### src/rtl/mem_access_unit_if.sv
// rtl/mem_access_unit_if.sv - request/response and data-RAM signal bundle for mem_access_unit
interface mem_access_unit_if #(
    parameter int ADDR_WIDTH = 32,
    parameter int DATA_WIDTH = 32
);
    logic                    req_valid;
    logic                    req_ready;
    logic [2:0]              req_op;
    logic [ADDR_WIDTH-1:0]   req_addr;
    logic [DATA_WIDTH-1:0]   req_wdata;

    logic                    resp_valid;
    logic [DATA_WIDTH-1:0]   resp_rdata;
    logic                    resp_adel;
    logic                    resp_ades;
    logic [ADDR_WIDTH-1:0]   resp_badvaddr;

    logic                    ram_en;
    logic [DATA_WIDTH/8-1:0] ram_write_en;
    logic [ADDR_WIDTH-1:0]   ram_addr;
    logic [DATA_WIDTH-1:0]   ram_write_data;
    logic [DATA_WIDTH-1:0]   ram_read_data;

    // The access unit: takes requests from the MEM stage, initiates RAM accesses
    modport master (
        input  req_valid, req_op, req_addr, req_wdata, ram_read_data,
        output req_ready, resp_valid, resp_rdata, resp_adel, resp_ades, resp_badvaddr,
               ram_en, ram_write_en, ram_addr, ram_write_data
    );

    // The environment: MEM stage issuing requests and the RAM answering reads
    modport slave (
        output req_valid, req_op, req_addr, req_wdata, ram_read_data,
        input  req_ready, resp_valid, resp_rdata, resp_adel, resp_ades, resp_badvaddr,
               ram_en, ram_write_en, ram_addr, ram_write_data
    );
endinterface

### src/rtl/mem_access_unit.sv
// rtl/mem_access_unit.sv - load/store initiator for the data RAM with lane steering and alignment checks
module mem_access_unit #(
    parameter int ADDR_WIDTH = 32,
    parameter int DATA_WIDTH = 32
) (
    input  logic clk,
    input  logic rst,
    input  logic flush,
    mem_access_unit_if.master bus
);
    typedef enum logic [1:0] {IDLE, ACCESS, RESP} state_t;

    state_t                  state_q;
    logic [2:0]              op_q;
    logic [1:0]              off_q;
    logic [ADDR_WIDTH-1:0]   ram_addr_q;
    logic [DATA_WIDTH-1:0]   ram_wdata_q;
    logic [3:0]              we_q;
    logic [DATA_WIDTH-1:0]   rdata_q;
    logic                    adel_q;
    logic                    ades_q;
    logic [ADDR_WIDTH-1:0]   badvaddr_q;

    logic [3:0]              we_d;
    logic [DATA_WIDTH-1:0]   wdata_d;
    logic [DATA_WIDTH-1:0]   rdata_d;
    logic                    mis_load;
    logic                    mis_store;
    logic                    req_ready;
    logic                    accept;
    logic [1:0]              off;
    logic [DATA_WIDTH-1:0]   rd_shift;
    logic [7:0]              lane_b;
    logic [15:0]             lane_h;

    assign off       = bus.req_addr[1:0];
    assign req_ready = (state_q == IDLE) && !flush && !rst;
    assign accept    = bus.req_valid && req_ready;

    // Alignment check and store lane steering for the request being offered
    always_comb begin
        mis_load  = ((bus.req_op == 3'd2 || bus.req_op == 3'd3) && off[0]) ||
                    (bus.req_op == 3'd4 && off != 2'b00);
        mis_store = (bus.req_op == 3'd6 && off[0]) ||
                    (bus.req_op == 3'd7 && off != 2'b00);
        we_d      = 4'b0000;
        wdata_d   = ram_wdata_q;
        case (bus.req_op)
            3'd5: begin
                we_d    = 4'b0001 << off;
                wdata_d = {4{bus.req_wdata[7:0]}};
            end
            3'd6: begin
                we_d    = off[1] ? 4'b1100 : 4'b0011;
                wdata_d = {2{bus.req_wdata[15:0]}};
            end
            3'd7: begin
                we_d    = 4'b1111;
                wdata_d = bus.req_wdata;
            end
            default: ;
        endcase
    end

    // Pick the addressed byte/half out of the RAM word and extend it
    always_comb begin
        rd_shift = bus.ram_read_data >> {off_q, 3'b000};
        lane_b   = rd_shift[7:0];
        lane_h   = off_q[1] ? bus.ram_read_data[31:16] : bus.ram_read_data[15:0];
        case (op_q)
            3'd0:    rdata_d = {{24{lane_b[7]}}, lane_b};
            3'd1:    rdata_d = {24'd0, lane_b};
            3'd2:    rdata_d = {{16{lane_h[15]}}, lane_h};
            3'd3:    rdata_d = {16'd0, lane_h};
            3'd4:    rdata_d = bus.ram_read_data;
            default: rdata_d = '0;
        endcase
    end

    // Request FSM: latch on handshake, one RAM cycle, one response cycle
    always_ff @(posedge clk) begin
        if (rst) begin
            state_q     <= IDLE;
            op_q        <= 3'd0;
            off_q       <= 2'b00;
            ram_addr_q  <= '0;
            ram_wdata_q <= '0;
            we_q        <= 4'b0000;
            rdata_q     <= '0;
            adel_q      <= 1'b0;
            ades_q      <= 1'b0;
            badvaddr_q  <= '0;
        end else begin
            case (state_q)
                IDLE: begin
                    if (accept) begin
                        op_q    <= bus.req_op;
                        off_q   <= off;
                        rdata_q <= '0;
                        adel_q  <= mis_load;
                        ades_q  <= mis_store;
                        if (mis_load || mis_store) begin
                            // Misaligned: skip the RAM entirely, keep its lines as they were
                            badvaddr_q <= bus.req_addr;
                            state_q    <= RESP;
                        end else begin
                            badvaddr_q  <= '0;
                            ram_addr_q  <= {bus.req_addr[ADDR_WIDTH-1:2], 2'b00};
                            ram_wdata_q <= wdata_d;
                            we_q        <= we_d;
                            state_q     <= ACCESS;
                        end
                    end
                end
                ACCESS: begin
                    rdata_q <= rdata_d;
                    state_q <= flush ? IDLE : RESP;
                end
                default: state_q <= IDLE;
            endcase
        end
    end

    // Flush and reset gate the RAM strobes and response in the same cycle
    assign bus.req_ready      = req_ready;
    assign bus.ram_en         = (state_q == ACCESS) && !flush && !rst;
    assign bus.ram_write_en   = bus.ram_en ? we_q : 4'b0000;
    assign bus.ram_addr       = rst ? '0 : ram_addr_q;
    assign bus.ram_write_data = rst ? '0 : ram_wdata_q;
    assign bus.resp_valid     = (state_q == RESP) && !flush && !rst;
    assign bus.resp_rdata     = bus.resp_valid ? rdata_q : '0;
    assign bus.resp_adel      = bus.resp_valid && adel_q;
    assign bus.resp_ades      = bus.resp_valid && ades_q;
    assign bus.resp_badvaddr  = bus.resp_valid ? badvaddr_q : '0;
endmodule
### src/flat_wrapper.sv
// flat-port wrapper written by rule: the top's interface ports become plain ports
module mem_access_unit_flat 
#(
    parameter int ADDR_WIDTH = 32,
    parameter int DATA_WIDTH = 32
)
  (clk, rst, flush, bus_req_valid, bus_req_op, bus_req_addr, bus_req_wdata, bus_ram_read_data, bus_req_ready, bus_resp_valid, bus_resp_rdata, bus_resp_adel, bus_resp_ades, bus_resp_badvaddr, bus_ram_en, bus_ram_write_en, bus_ram_addr, bus_ram_write_data);
  mem_access_unit_if #(.ADDR_WIDTH(ADDR_WIDTH), .DATA_WIDTH(DATA_WIDTH)) bus_i ();
  input  logic clk;
  input  logic rst;
  input  logic flush;
  input wire logic [$bits(bus_i.req_valid)-1:0] bus_req_valid;
  input wire logic [$bits(bus_i.req_op)-1:0] bus_req_op;
  input wire logic [$bits(bus_i.req_addr)-1:0] bus_req_addr;
  input wire logic [$bits(bus_i.req_wdata)-1:0] bus_req_wdata;
  input wire logic [$bits(bus_i.ram_read_data)-1:0] bus_ram_read_data;
  output wire logic [$bits(bus_i.req_ready)-1:0] bus_req_ready;
  output wire logic [$bits(bus_i.resp_valid)-1:0] bus_resp_valid;
  output wire logic [$bits(bus_i.resp_rdata)-1:0] bus_resp_rdata;
  output wire logic [$bits(bus_i.resp_adel)-1:0] bus_resp_adel;
  output wire logic [$bits(bus_i.resp_ades)-1:0] bus_resp_ades;
  output wire logic [$bits(bus_i.resp_badvaddr)-1:0] bus_resp_badvaddr;
  output wire logic [$bits(bus_i.ram_en)-1:0] bus_ram_en;
  output wire logic [$bits(bus_i.ram_write_en)-1:0] bus_ram_write_en;
  output wire logic [$bits(bus_i.ram_addr)-1:0] bus_ram_addr;
  output wire logic [$bits(bus_i.ram_write_data)-1:0] bus_ram_write_data;
  assign bus_i.req_valid = bus_req_valid;
  assign bus_i.req_op = bus_req_op;
  assign bus_i.req_addr = bus_req_addr;
  assign bus_i.req_wdata = bus_req_wdata;
  assign bus_i.ram_read_data = bus_ram_read_data;
  assign bus_req_ready = bus_i.req_ready;
  assign bus_resp_valid = bus_i.resp_valid;
  assign bus_resp_rdata = bus_i.resp_rdata;
  assign bus_resp_adel = bus_i.resp_adel;
  assign bus_resp_ades = bus_i.resp_ades;
  assign bus_resp_badvaddr = bus_i.resp_badvaddr;
  assign bus_ram_en = bus_i.ram_en;
  assign bus_ram_write_en = bus_i.ram_write_en;
  assign bus_ram_addr = bus_i.ram_addr;
  assign bus_ram_write_data = bus_i.ram_write_data;
  mem_access_unit #(.ADDR_WIDTH(ADDR_WIDTH), .DATA_WIDTH(DATA_WIDTH)) u_core (.clk(clk), .rst(rst), .flush(flush), .bus(bus_i));
endmodule
### config.mk
export PLATFORM = sky130hd
export DESIGN_NAME = mem_access_unit_flat
export DESIGN_NICKNAME = d
export VERILOG_FILES = /design/src/rtl/mem_access_unit_if.sv /design/src/rtl/mem_access_unit.sv /design/src/flat_wrapper.sv
export SDC_FILE = /design/constraint.sdc
export NUM_CORES = 1
export LEC_CHECK = 0
export BUFFER_PORTS_ARGS = -buffer_cell sky130_fd_sc_hd__buf_2
export CAP_MARGIN = 20
export CORE_UTILIZATION = 45
export DETAILED_ROUTE_END_ITERATION = 8
export PLACE_DENSITY = 0.86
export SYNTH_ARGS = -nofsm -noshare
export SYNTH_HDL_FRONTEND = slang
export SYNTH_SLANG_ARGS = --single-unit
export TNS_END_PERCENT = 1
### constraint.sdc
create_clock -name clk -period 1.9 [get_ports clk]
set_input_delay 0.38 -clock clk [delete_from_list [all_inputs] [get_ports clk]]
set_output_delay 0.38 -clock clk [all_outputs]
set_load 0.05 [all_outputs]
==> results of run 1 <==
-- cells in the mapped netlist, types with 2 or more instances --
| cell type | n | area, um2 |
|---|---|---|
| sky130_fd_sc_hd__nand2_1 | 117 | 439 |
| sky130_fd_sc_hd__nand2b_1 | 3 | 18.8 |
| sky130_fd_sc_hd__buf_1 | 3 | 11.3 |
| sky130_fd_sc_hd__buf_4 | 3 | 22.5 |
| sky130_fd_sc_hd__a21o_1 | 2 | 15.0 |
| sky130_fd_sc_hd__dfxtp_1 | 139 | 2780 |
| sky130_fd_sc_hd__nor2b_1 | 75 | 469 |
| sky130_fd_sc_hd__a22oi_1 | 7 | 52.6 |
| sky130_fd_sc_hd__and2_1 | 71 | 444 |
| sky130_fd_sc_hd__clkbuf_1 | 39 | 146 |
| sky130_fd_sc_hd__or3_1 | 2 | 12.5 |
| sky130_fd_sc_hd__a22o_1 | 2 | 17.5 |
| sky130_fd_sc_hd__nor2_1 | 15 | 56.3 |
| sky130_fd_sc_hd__a222oi_1 | 7 | 70.1 |
| sky130_fd_sc_hd__buf_6 | 3 | 33.8 |
| sky130_fd_sc_hd__nand3_1 | 11 | 55.1 |
| sky130_fd_sc_hd__inv_1 | 5 | 18.8 |
| sky130_fd_sc_hd__mux2_2 | 76 | 856 |
| sky130_fd_sc_hd__a221o_1 | 16 | 160 |
| sky130_fd_sc_hd__o21ai_0 | 10 | 50.1 |
| sky130_fd_sc_hd__a211o_1 | 10 | 87.6 |
| sky130_fd_sc_hd__nor3_1 | 4 | 20.0 |
| sky130_fd_sc_hd__buf_2 | 10 | 50.1 |
| sky130_fd_sc_hd__o21a_1 | 2 | 15.0 |
| sky130_fd_sc_hd__o211ai_1 | 3 | 22.5 |
| sky130_fd_sc_hd__nor3_4 | 2 | 32.5 |
| sky130_fd_sc_hd__and3_1 | 2 | 12.5 |
| sky130_fd_sc_hd__mux2_1 | 3 | 33.8 |
| sky130_fd_sc_hd__mux2i_1 | 4 | 40.0 |
| sky130_fd_sc_hd__a21oi_1 | 63 | 315 |
-- power breakdown --
| group | total (mW) | leakage [nW] | switching [mW] | internal [mW] |
|---|---|---|---|---|
| Clock | 3.24 | 0.275 | 1.32 | 1.91 |
| Sequential | 3.04 | 1.13 | 0.0354 | 3.00 |
| Combinational | 0.824 | 2.98 | 0.478 | 0.346 |
-- per-stage QoR --
step           setup TNS, ns  hold slack, ns  std cells
2_1_floorplan          -9.47           0.417        730
3_3_place_gp          -19.69           0.436       1136
3_5_place_dp          -25.44           0.439       1136
4_1_cts               -20.93           0.184       1172
5_1_grt               -23.77           0.189       1174
6_report              -18.21           0.202       1174
-- flip-flops by register name, summed over array words and instances (netlist names) --
| name | cells |
|---|---|
| u_core.badvaddr_q | 32 |
| u_core.ram_wdata_q | 32 |
| u_core.rdata_q | 32 |
| u_core.ram_addr_q | 30 |
| u_core.we_q | 4 |
| u_core.op_q | 3 |
| u_core.off_q | 2 |
| u_core.state_q | 2 |
| u_core.adel_q | 1 |
| u_core.ades_q | 1 |
-- area by class of cell --
class                   instances  area (um2)  share of cell area [%]
clock inverters                12         114                    1.18
repair buffers                288        2340                    24.3
clock buffers                  20         467                    4.85
flip-flops and latches        139        2790                    28.9
diodes                          2        5.00                  0.0520
well taps                     180         225                    2.34
multi-input cells             527        3660                    38.0
inverters                       6        25.0                   0.260
-- routing by layer --
metal	GRT usage [%]	wire, um	up-vias
met5	0	0	-
met4	8.77	296	0
met3	7.02	1400	28
met2	44.6	9960	250
met1	28.8	7650	2910
li1	-	-	3009
-- kinds of logic after synthesis --
| family | after synthesis | synth area share, % |
|---|---|---|
| and+or+nand+nor | 311 | 25.4 |
| DFF | 139 | 42.4 |
| AOI/OAI and AO/OA | 129 | 13.2 |
| muxes | 84 | 14.5 |
| buffers and inverters | 64 | 4.36 |
| xor gates and xnor gates | 1 | 0.133 |
| other | 1 | 0.0571 |
-- worst register-to-register path, stage by stage (launching register included) --
cell,delay [ns]
sky130_fd_sc_hd__dfxtp_2,0.32
sky130_fd_sc_hd__or4_4,0.52
sky130_fd_sc_hd__inv_4,0.09
sky130_fd_sc_hd__nand4b_4,0.10
sky130_fd_sc_hd__nor3_4,0.16
sky130_fd_sc_hd__buf_12,0.24
sky130_fd_sc_hd__mux2_2,0.38
-- worst max path at each step --
stage                                  from                      to  slack [ns]
after global placement                  rst  u_core.ram_wdata_q[10]       -0.18
after detailed placement                rst  u_core.ram_wdata_q[25]       -0.21
final                     u_core.state_q[0]      bus_resp_rdata[14]       -0.32
after CTS                 u_core.state_q[0]       bus_resp_rdata[9]       -0.32
after floorplan                         rst  u_core.ram_wdata_q[10]       -0.17
after global routing      u_core.state_q[0]      bus_resp_rdata[14]       -0.36
-- timing repair --
item | CTS | global route
setup endpoints to repair | 134 | 153
cloned | 1 | 0
resized for setup | 149 | 53
setup buffers | 3 | 0
pin swaps | 6 | 16
==> results.yml, run 1 <==
final_layout:
  final_core_util_pct: 68.5
  area.growth.synth_to_final_pct: 46.5
  final_common_cell: "sky130_fd_sc_hd__buf_2"
  finalInstanceArea_um2: 9620
  ratio_of_cells_with_drive_above_1_in_the_final_layout_pct: 46.9
  layout.cells.most_common_list: "sky130_fd_sc_hd__buf_2, sky130_fd_sc_hd__dfxtp_1, sky130_fd_sc_hd__nand2_1"
  nets: 1082
  fillers: 1041
floorplan:
  initial_utilization_pct: 46.8
  coreArea_um2: 14000
  floorplan.die.width_um: 123
  ioPinCount: 240
  fp-row-count: 43
  die_h_um: 123
  dieArea_um2: 15100
min_path:
  hold_path_class: "in2reg"
  worst_hold_path.endpoint: "u_core.ram_addr_q[14]"
  hold_path_startpoint: "bus_req_addr[14]"
  hold_depth: 2
placement:
  place.port_buffers: 237
  place_congestion: 0.861
  preCtsSetupSlack_ns: -0.212
  place_area_um2: 8340
  detailed_place_hpwl_mm: 12.7
flow_run:
  maxcap_violations: 0
critical_path:
  critical_path_s_slowest_cell: "sky130_fd_sc_hd__dfxtp_2"
  worstSetupPathDepth: 7
  path_cells: "buf_6, nor4b_4, buf_6, buf_12, buf_16, and2_2, buf_8"
  slowest_delay_ns: 0.32
  rr_startpoint: "u_core.state_q[1]"
  r2r.worst_path.cells: 6
  crit_family: "buffers and inverters"
  worstSetupEndpointType: "output port"
  r2r_setup_slack_ns: -0.03
  required_ns: 1.52
  critical_path.reg2reg.endpoint: "u_core.ram_wdata_q[2]"
  dominant_cell_type_by_count_on_the_critical_path: "sky130_fd_sc_hd__buf_6"
  worst-endpoint-arrival_ns: 1.84
  timing_worst_setup_path_type: "reg2out"
  startpoint_type: "flip-flop"
  crit_fanout: 16
  critical_path_buf_inv_count: 5
clock_tree:
  cts.sink_count: 139
  insertion_delay_ns: 0.42
  clock_pin_slew_reported_for_the_worst_setup_and_hold_paths_after_clock_tree_synthesis_ns: 0.06
  cts_buffers: 17
  cts_htree_levels: 4
  cts_tree: "done"
  cts.root.buffer_cell: "sky130_fd_sc_hd__clkbuf_16"
  cts-root-to-sink-buffers: 2
  cts_hold_buffers: 0
logic_synthesis:
  synth_cell_type_count: 50
  asyncSetResetFlopFracSynth_pct: 0
  synth.yosys.warnings: 0
  dominantRegCellSynth: "sky130_fd_sc_hd__dfxtp_1"
  syn_area_um2: 6570
  ys_seq_area_share_pct: 42.4
  syn_inst: 729
  postSynthRegisterBits: 139
  synthesis.area_per_instance_um2: 9.01
  number_of_enable_flip_flop_cells_after_synthesis: 0
detailed_routing:
  avgRoutedWirePerCell_um: 16.5
  route.detailed.vias_per_inst: 5.28
  drtPass1Iterations: 8
  finalWirelength_mm: 19.3
  detail_route.iter0.violations: 424
  drc: 0
  route.antenna.remaining_nets: 0
  detailroute.via_count: 6197
timing:
  tightestPinTransition_ns: 0.702
  hold_viol_final: 0
  post-route-worst-setup-slack_ns: -0.316
  fin_crit_sh_pct: 117
  timing.final.setup_violations: 99
  fmax_mhz: 451
  clock-skew-final_ns: 0.00474
  final-max-slew-violation-count: 0
  unrepaired_setup_endpoints_after_global_routing: "true"
  max-slew-margin-rel_pct: 53.0
  period_needed_ns: 2.22
power_and_ir_drop:
  leakage_power_nw: 4.39
  irDropWorstVdd_mv: 0.680
  p_per_area_nw_per_um2: 738
  pwr_total_mw: 7.10
run_status:
  failed_checks: "negative setup slack"
  status: "finished, violations left"
grt:
  antenna_found_initial: 2
  groute.usage.overall_pct: 25.2
  first_global_vias: 6028
  globalRouteOverflowTotal: 0
  grt_first_pass_wirelength_mm: 29.2
  grt_start_max_net_pins: 67
(Power assumes the default switching activity.)
==> run 2: changes to the inputs <==
- BUFFER_PORTS_ARGS: -buffer_cell sky130_fd_sc_hd__buf_2 -> -buffer_cell sky130_fd_sc_hd__buf_4
- CORE_UTILIZATION: 45 -> 50
- PLACE_DENSITY: 0.86 -> 0.9
- clock period: 1.9 -> 2.16 ns (I/O delays scaled with it)
==> run 2 against run 1 <==
The flow still finishes with violations (negative setup slack). First-iteration DRC count rose by 71%. Worst setup slack improved by 0.20 ns. Via count rose by 2.3%. Clock skew rose by 0.0058 ns. Global-route usage rose by 2.0 points. Cell count fell by 2.2%. Core utilization rose by 8.9 points. Register-to-register slack improved by 0.18 ns. Critical endpoint is now bus_resp_rdata[24].
==> results.yml, run 2 (synthesis results as in run 1) <==
floorplan:
  initial_utilization_pct: 51.6
  dieArea_um2: 13600
  die_h_um: 117
  coreArea_um2: 12700
  ioPinCount: 240
  fp-row-count: 41
  floorplan.die.width_um: 117
timing:
  final-max-slew-violation-count: 0
  post-route-worst-setup-slack_ns: -0.120
  timing.final.setup_violations: 66
  period_needed_ns: 2.28
  clock-skew-final_ns: 0.0105
  fmax_mhz: 439
  setup_tns_ns: -4.61
  unrepaired_setup_endpoints_after_global_routing: "true"
  hold_viol_final: 0
  max-slew-margin-rel_pct: 27.5
  fin_crit_sh_pct: 106
  tightestPinTransition_ns: 1.09
placement:
  place_congestion: 0.814
  dpl.cell_count: 1109
  preCtsSetupSlack_ns: -0.0279
  detailed_place_hpwl_mm: 12.7
  place.port_buffers: 237
final_layout:
  fillers: 798
  multiInputGateArea_um2: 3640
  largestRegisters: "u_core.badvaddr_q: 32 flops, u_core.ram_wdata_q: 32 flops, u_core.rdata_q: 32 flops"
  instances_no_fill: 1148
  antenna_cells_inserted: 0
  layout.cells.most_common_list: "sky130_fd_sc_hd__buf_4, sky130_fd_sc_hd__dfxtp_1, sky130_fd_sc_hd__nand2_1"
  ratio_of_cells_with_drive_above_1_in_the_final_layout_pct: 44.2
  nets: 1066
  final_common_cell: "sky130_fd_sc_hd__buf_4"
  seq_area_um2: 2780
  area.growth.synth_to_final_pct: 50.0
critical_path:
  timing_worst_setup_path_type: "reg2out"
  crit_fanout: 10
  path_cells: "buf_6, nor4b_4, buf_6, clkbuf_16, and2_4, buf_8"
  critical_path_s_slowest_cell: "sky130_fd_sc_hd__dfxtp_2"
  slowest_delay_ns: 0.33
  worstSetupEndpointType: "output port"
  required_ns: 1.73
  rr_startpoint: "u_core.state_q[0]"
  worst_setup_path_startpoint: "u_core.state_q[0]"
  startpoint_type: "flip-flop"
  worst-endpoint-arrival_ns: 1.85
  dominant_cell_type_by_count_on_the_critical_path: "sky130_fd_sc_hd__buf_6"
grt:
  antenna_found_initial: 0
  first_global_vias: 5810
  groute.usage.overall_pct: 27.2
  globalRouteOverflowTotal: 0
  grt_start_max_net_pins: 76
  grt_first_pass_wirelength_mm: 28.7
detailed_routing:
  route.antenna.remaining_nets: 0
  drc: 0
  detailroute.via_count: 6337
  route.detailed.vias_per_inst: 5.52
  drtPass1Iterations: 9
  finalWirelength_mm: 21.0
  avgRoutedWirePerCell_um: 18.3
  detail_route.iter0.violations: 727
clock_tree:
  cts-root-to-sink-buffers: 2
  cts.root.buffer_cell: "sky130_fd_sc_hd__clkbuf_16"
  clock_pin_slew_reported_for_the_worst_setup_and_hold_paths_after_clock_tree_synthesis_ns: 0.06
  cts_htree_levels: 4
  insertion_delay_ns: 0.41
  cts.sink_count: 139
  cts_buffers: 17
  cts_post_setup_buffers_inserted: 0
  cts_tree: "done"
run_status:
  status: "finished, violations left"
  failed_checks: "negative setup slack"
min_path:
  hold_path_startpoint: "bus_req_addr[13]"
  hold_path_class: "in2reg"
power_and_ir_drop:
  leakage_power_nw: 4.38
  p_per_area_nw_per_um2: 628
  pwr_total_mw: 6.18
  irDropWorstVdd_mv: 0.487
flow_run:
  maxcap_violations: 0
[run 2: cell types whose count changed in the layout (fill, tap and decap cells not counted), sizes merged]
cell / change
clkbuf: +4
diode: -2
inv: -3
buf: -18
clkinv: +2
clkinvlp: -1
[run 2: power breakdown]
group	internal (mW)	switching, mW	total [mW]	leakage [nW]
Combinational	0.349	0.423	0.772	2.98
Sequential	2.64	0.0368	2.68	1.13
Clock	1.64	1.09	2.73	0.266
Total	4.63	1.55	6.18	4.38
[run 2: per-stage QoR]
step	cell area [um2]	utilization (%)	hold slack [ns]
2_1_floorplan	6590	-	0.417
3_3_place_gp	8680	68.2	0.431
3_5_place_dp	8680	68.2	0.441
4_1_cts	9500	74.6	0.243
5_1_grt	9850	77.4	0.239
6_report	9850	77.4	0.261
[run 2: per-layer routing]
metal | part of all wire (%) | vias up | track usage (%) | wire [um]
met4 | 2.7 | 0 | 11.3 | 567
met1 | 39 | 2984 | 32.1 | 8140
met5 | 0 | - | 0 | 0
met3 | 8.6 | 54 | 7.78 | 1800
li1 | - | 2966 | - | -
met2 | 50 | 333 | 46.2 | 10500
[run 2: cell type report]
class                   count  share of cell area [%]
flip-flops and latches    139                    28.3
multi-input cells         527                    37.0
repair buffers            272                    26.7
clock buffers              22                    4.71
clock inverters            10                   0.953
inverters                   6                   0.229
well taps                 172                    2.19
[run 2: final timing paths]
kind | endpoint | slack, ns | depth (start not counted)
worst min register to register | u_core.ades_q | 0.45 | 2
worst max-delay path | bus_resp_rdata[24] | -0.12 | 6
worst max register to register | u_core.badvaddr_q[9] | 0.15 | 7
worst min-delay path | u_core.ram_addr_q[13] | 0.26 | 2
[run 2: worst max-delay path: cells and delay by family, from the launching register on]
| kind | cells | cell delay [ns] |
|---|---|---|
| buf+inv | 4 | 0.68 |
| simple gates | 2 | 0.43 |
| flops | 1 | 0.33 |
[run 2: what timing repair did]
item                                    CTS  global route
pin swaps                                 3            29
cloned                                    0             7
resized for setup                        70            71
endpoints found under the setup margin   68            68
hold buffers                              0             0
==> run 3: changes to the inputs <==
- CTS_BUF_LIST: unset -> sky130_fd_sc_hd__clkbuf_16
==> run 3 against run 2 <==
Power fell by 1.3%. Register-to-register slack hardly changed. Clock power down 3%. First-iteration DRC count shrank 13%. Largest power group is now registers. Wire length is 0.75% lower. Non-clock buffer count did not move. Critical path depth is the same. The flow still finishes with violations (negative setup slack). Highest routed layer unchanged. Critical path type unchanged. Via count fell by 0.47%. Count of clock-buffer cells in the layout down 5.
==> results.yml, run 3 (synthesis results as in run 1) <==
run_status:
  failed_checks: "negative setup slack"
  status: "finished, violations left"
timing:
  post-route-worst-setup-slack_ns: -0.125
  timing.final.setup_violations: 66
  unrepaired_setup_endpoints_after_global_routing: "true"
  tightestPinTransition_ns: 1.11
  setup_tns_ns: -4.51
  period_needed_ns: 2.29
  max-slew-margin-rel_pct: 26.1
  final-max-slew-violation-count: 0
  clock-skew-final_ns: 0.0111
  hold_viol_final: 0
  fmax_mhz: 438
  fin_crit_sh_pct: 106
placement:
  place_congestion: 0.814
  place_area_um2: 8680
  detailed_place_hpwl_mm: 12.7
  preCtsSetupSlack_ns: -0.0279
  place.port_buffers: 237
clock_tree:
  cts_htree_levels: 4
  clock_pin_slew_reported_for_the_worst_setup_and_hold_paths_after_clock_tree_synthesis_ns: 0.06
  insertion_delay_ns: 0.41
  cts_hold_buffers: 0
  cts_post_setup_buffers_inserted: 0
  cts_buffers: 17
  cts_tree: "done"
  cts.root.buffer_cell: "sky130_fd_sc_hd__clkbuf_16"
  cts-root-to-sink-buffers: 2
  cts.sink_count: 139
min_path:
  hold_depth: 2
  hold_path_class: "in2reg"
  hold_path_startpoint: "bus_req_addr[20]"
  worst_hold_path.endpoint: "u_core.ram_addr_q[20]"
power_and_ir_drop:
  reg_power_share_pct: 43.9
  share_comb_of_total_power_pct: 12.7
  leakage_power_nw: 4.38
  p_per_area_nw_per_um2: 621
  clockPowerShare_pct: 43.5
  switching_share_pct: 25.4
  irDropWorstVdd_mv: 0.478
  power_switching_mw: 1.55
  p_int_mw: 4.55
critical_path:
  worst-endpoint-arrival_ns: 1.85
  r2r_setup_slack_ns: 0.15
  r2r.worst_path.cells: 7
  timing_worst_setup_path_type: "reg2out"
  worstSetupEndpointType: "output port"
  startpoint_type: "flip-flop"
  required_ns: 1.73
  crit_fanout: 6
  rr_startpoint: "u_core.state_q[0]"
  critical_path.reg2reg.endpoint: "u_core.badvaddr_q[9]"
floorplan:
  dieArea_um2: 13600
  coreArea_um2: 12700
  ioPinCount: 240
  initial_utilization_pct: 51.6
  fp-row-count: 41
  die_h_um: 117
  floorplan.die.width_um: 117
detailed_routing:
  avgRoutedWirePerCell_um: 18.1
  route.antenna.remaining_nets: 0
  drtPass1Iterations: 6
  detail_route.iter0.violations: 634
  route.detailed.vias_per_inst: 5.49
  drc: 0
  finalWirelength_mm: 20.8
  detailroute.via_count: 6307
final_layout:
  antenna_cells_inserted: 0
  largestRegisters: "u_core.badvaddr_q: 32 flops, u_core.ram_wdata_q: 32 flops, u_core.rdata_q: 32 flops"
  area.growth.synth_to_final_pct: 49.6
  final_common_cell: "sky130_fd_sc_hd__buf_4"
  nets: 1066
  ratio_of_cells_with_drive_above_1_in_the_final_layout_pct: 44.0
  layout.cells.most_common_list: "sky130_fd_sc_hd__buf_4, sky130_fd_sc_hd__dfxtp_1, sky130_fd_sc_hd__nand2_1"
  fillers: 810
  finalInstanceArea_um2: 9830
grt:
  groute.usage.overall_pct: 27.1
  grt_first_pass_wirelength_mm: 28.7
  first_global_vias: 5810
  antenna_found_initial: 0
  globalRouteOverflowTotal: 0
  grt_start_max_net_pins: 76
flow_run:
  maxcap_violations: 0
run 3: cell count changes in the layout (fill, tap and decap cells not counted):
cell and delta:
sky130_fd_sc_hd__clkbuf_8 -2, sky130_fd_sc_hd__clkbuf_1 -3, sky130_fd_sc_hd__clkinv_1 +2, sky130_fd_sc_hd__inv_1 +3
run 3: layout make-up:
cell class	instances	area (um2)	area share, %
Inverter	6	22.5	0.229
Sequential cell	139	2780	28.3
Timing Repair Buffer	272	2630	26.7
Multi-Input combinational cell	527	3640	37.0
Clock inverter	15	113	1.15
Tap cell	172	215	2.19
Clock buffer	17	425	4.33
run 3: critical path, cell delays in order, from the launching register on:
cell and delay, ns:
sky130_fd_sc_hd__dfxtp_2 0.33, sky130_fd_sc_hd__buf_6 0.13, sky130_fd_sc_hd__nor4b_4 0.25, sky130_fd_sc_hd__buf_4 0.23, sky130_fd_sc_hd__buf_6 0.14, sky130_fd_sc_hd__and2_1 0.18, sky130_fd_sc_hd__buf_6 0.18
run 3: power by group through the flow:
stage / clock network [mW] / registers, mW / logic [mW]
floorplan: 0 / 2.72 / 0.424
global placement: 0 / 2.72 / 0.727
detailed placement: 0 / 2.73 / 0.738
CTS: 2.68 / 2.67 / 0.747
global route: 2.79 / 2.68 / 0.825
finish: 2.65 / 2.68 / 0.772
run 3: worst max path at each step:
stage / start / to / slack, ns / cells past startpoint
global placement: rst / u_core.ram_wdata_q[10] / -0.003 / 7
CTS: u_core.state_q[0] / bus_resp_rdata[15] / -0.05 / 6
floorplan: rst / bus_resp_rdata[10] / -0.08 / 4
global route: u_core.state_q[1] / bus_resp_rdata[10] / -0.19 / 5
finish: u_core.state_q[0] / bus_resp_badvaddr[12] / -0.13 / 6
detailed placement: rst / u_core.ram_wdata_q[29] / -0.03 / 7
run 3: per-layer routing:
metal	wire, um	track usage [%]	part of all wire [%]	up-vias
li1	-	-	-	2961
met1	8080	32.1	39	2964
met4	662	11.3	3.2	0
met5	0	0	0	-
met3	1730	7.78	8.3	58
met2	10400	46.0	50	324
run 3: what timing repair did:
| item | CTS | global route |
|---|---|---|
| pin swaps | 3 | 29 |
| setup endpoints to repair | 68 | 68 |
| gates cloned | 0 | 7 |
| gates resized for setup | 70 | 71 |
run 3: stage by stage:
step	util [%]	power [mW]	cells	hold WS, ns
4_1_cts	74.5	6.10	1141	0.243
3_3_place_gp	68.2	3.45	1109	0.431
6_report	77.3	6.10	1148	0.258
2_1_floorplan	-	3.14	730	0.417
3_5_place_dp	68.2	3.46	1109	0.441
5_1_grt	77.3	6.30	1148	0.239
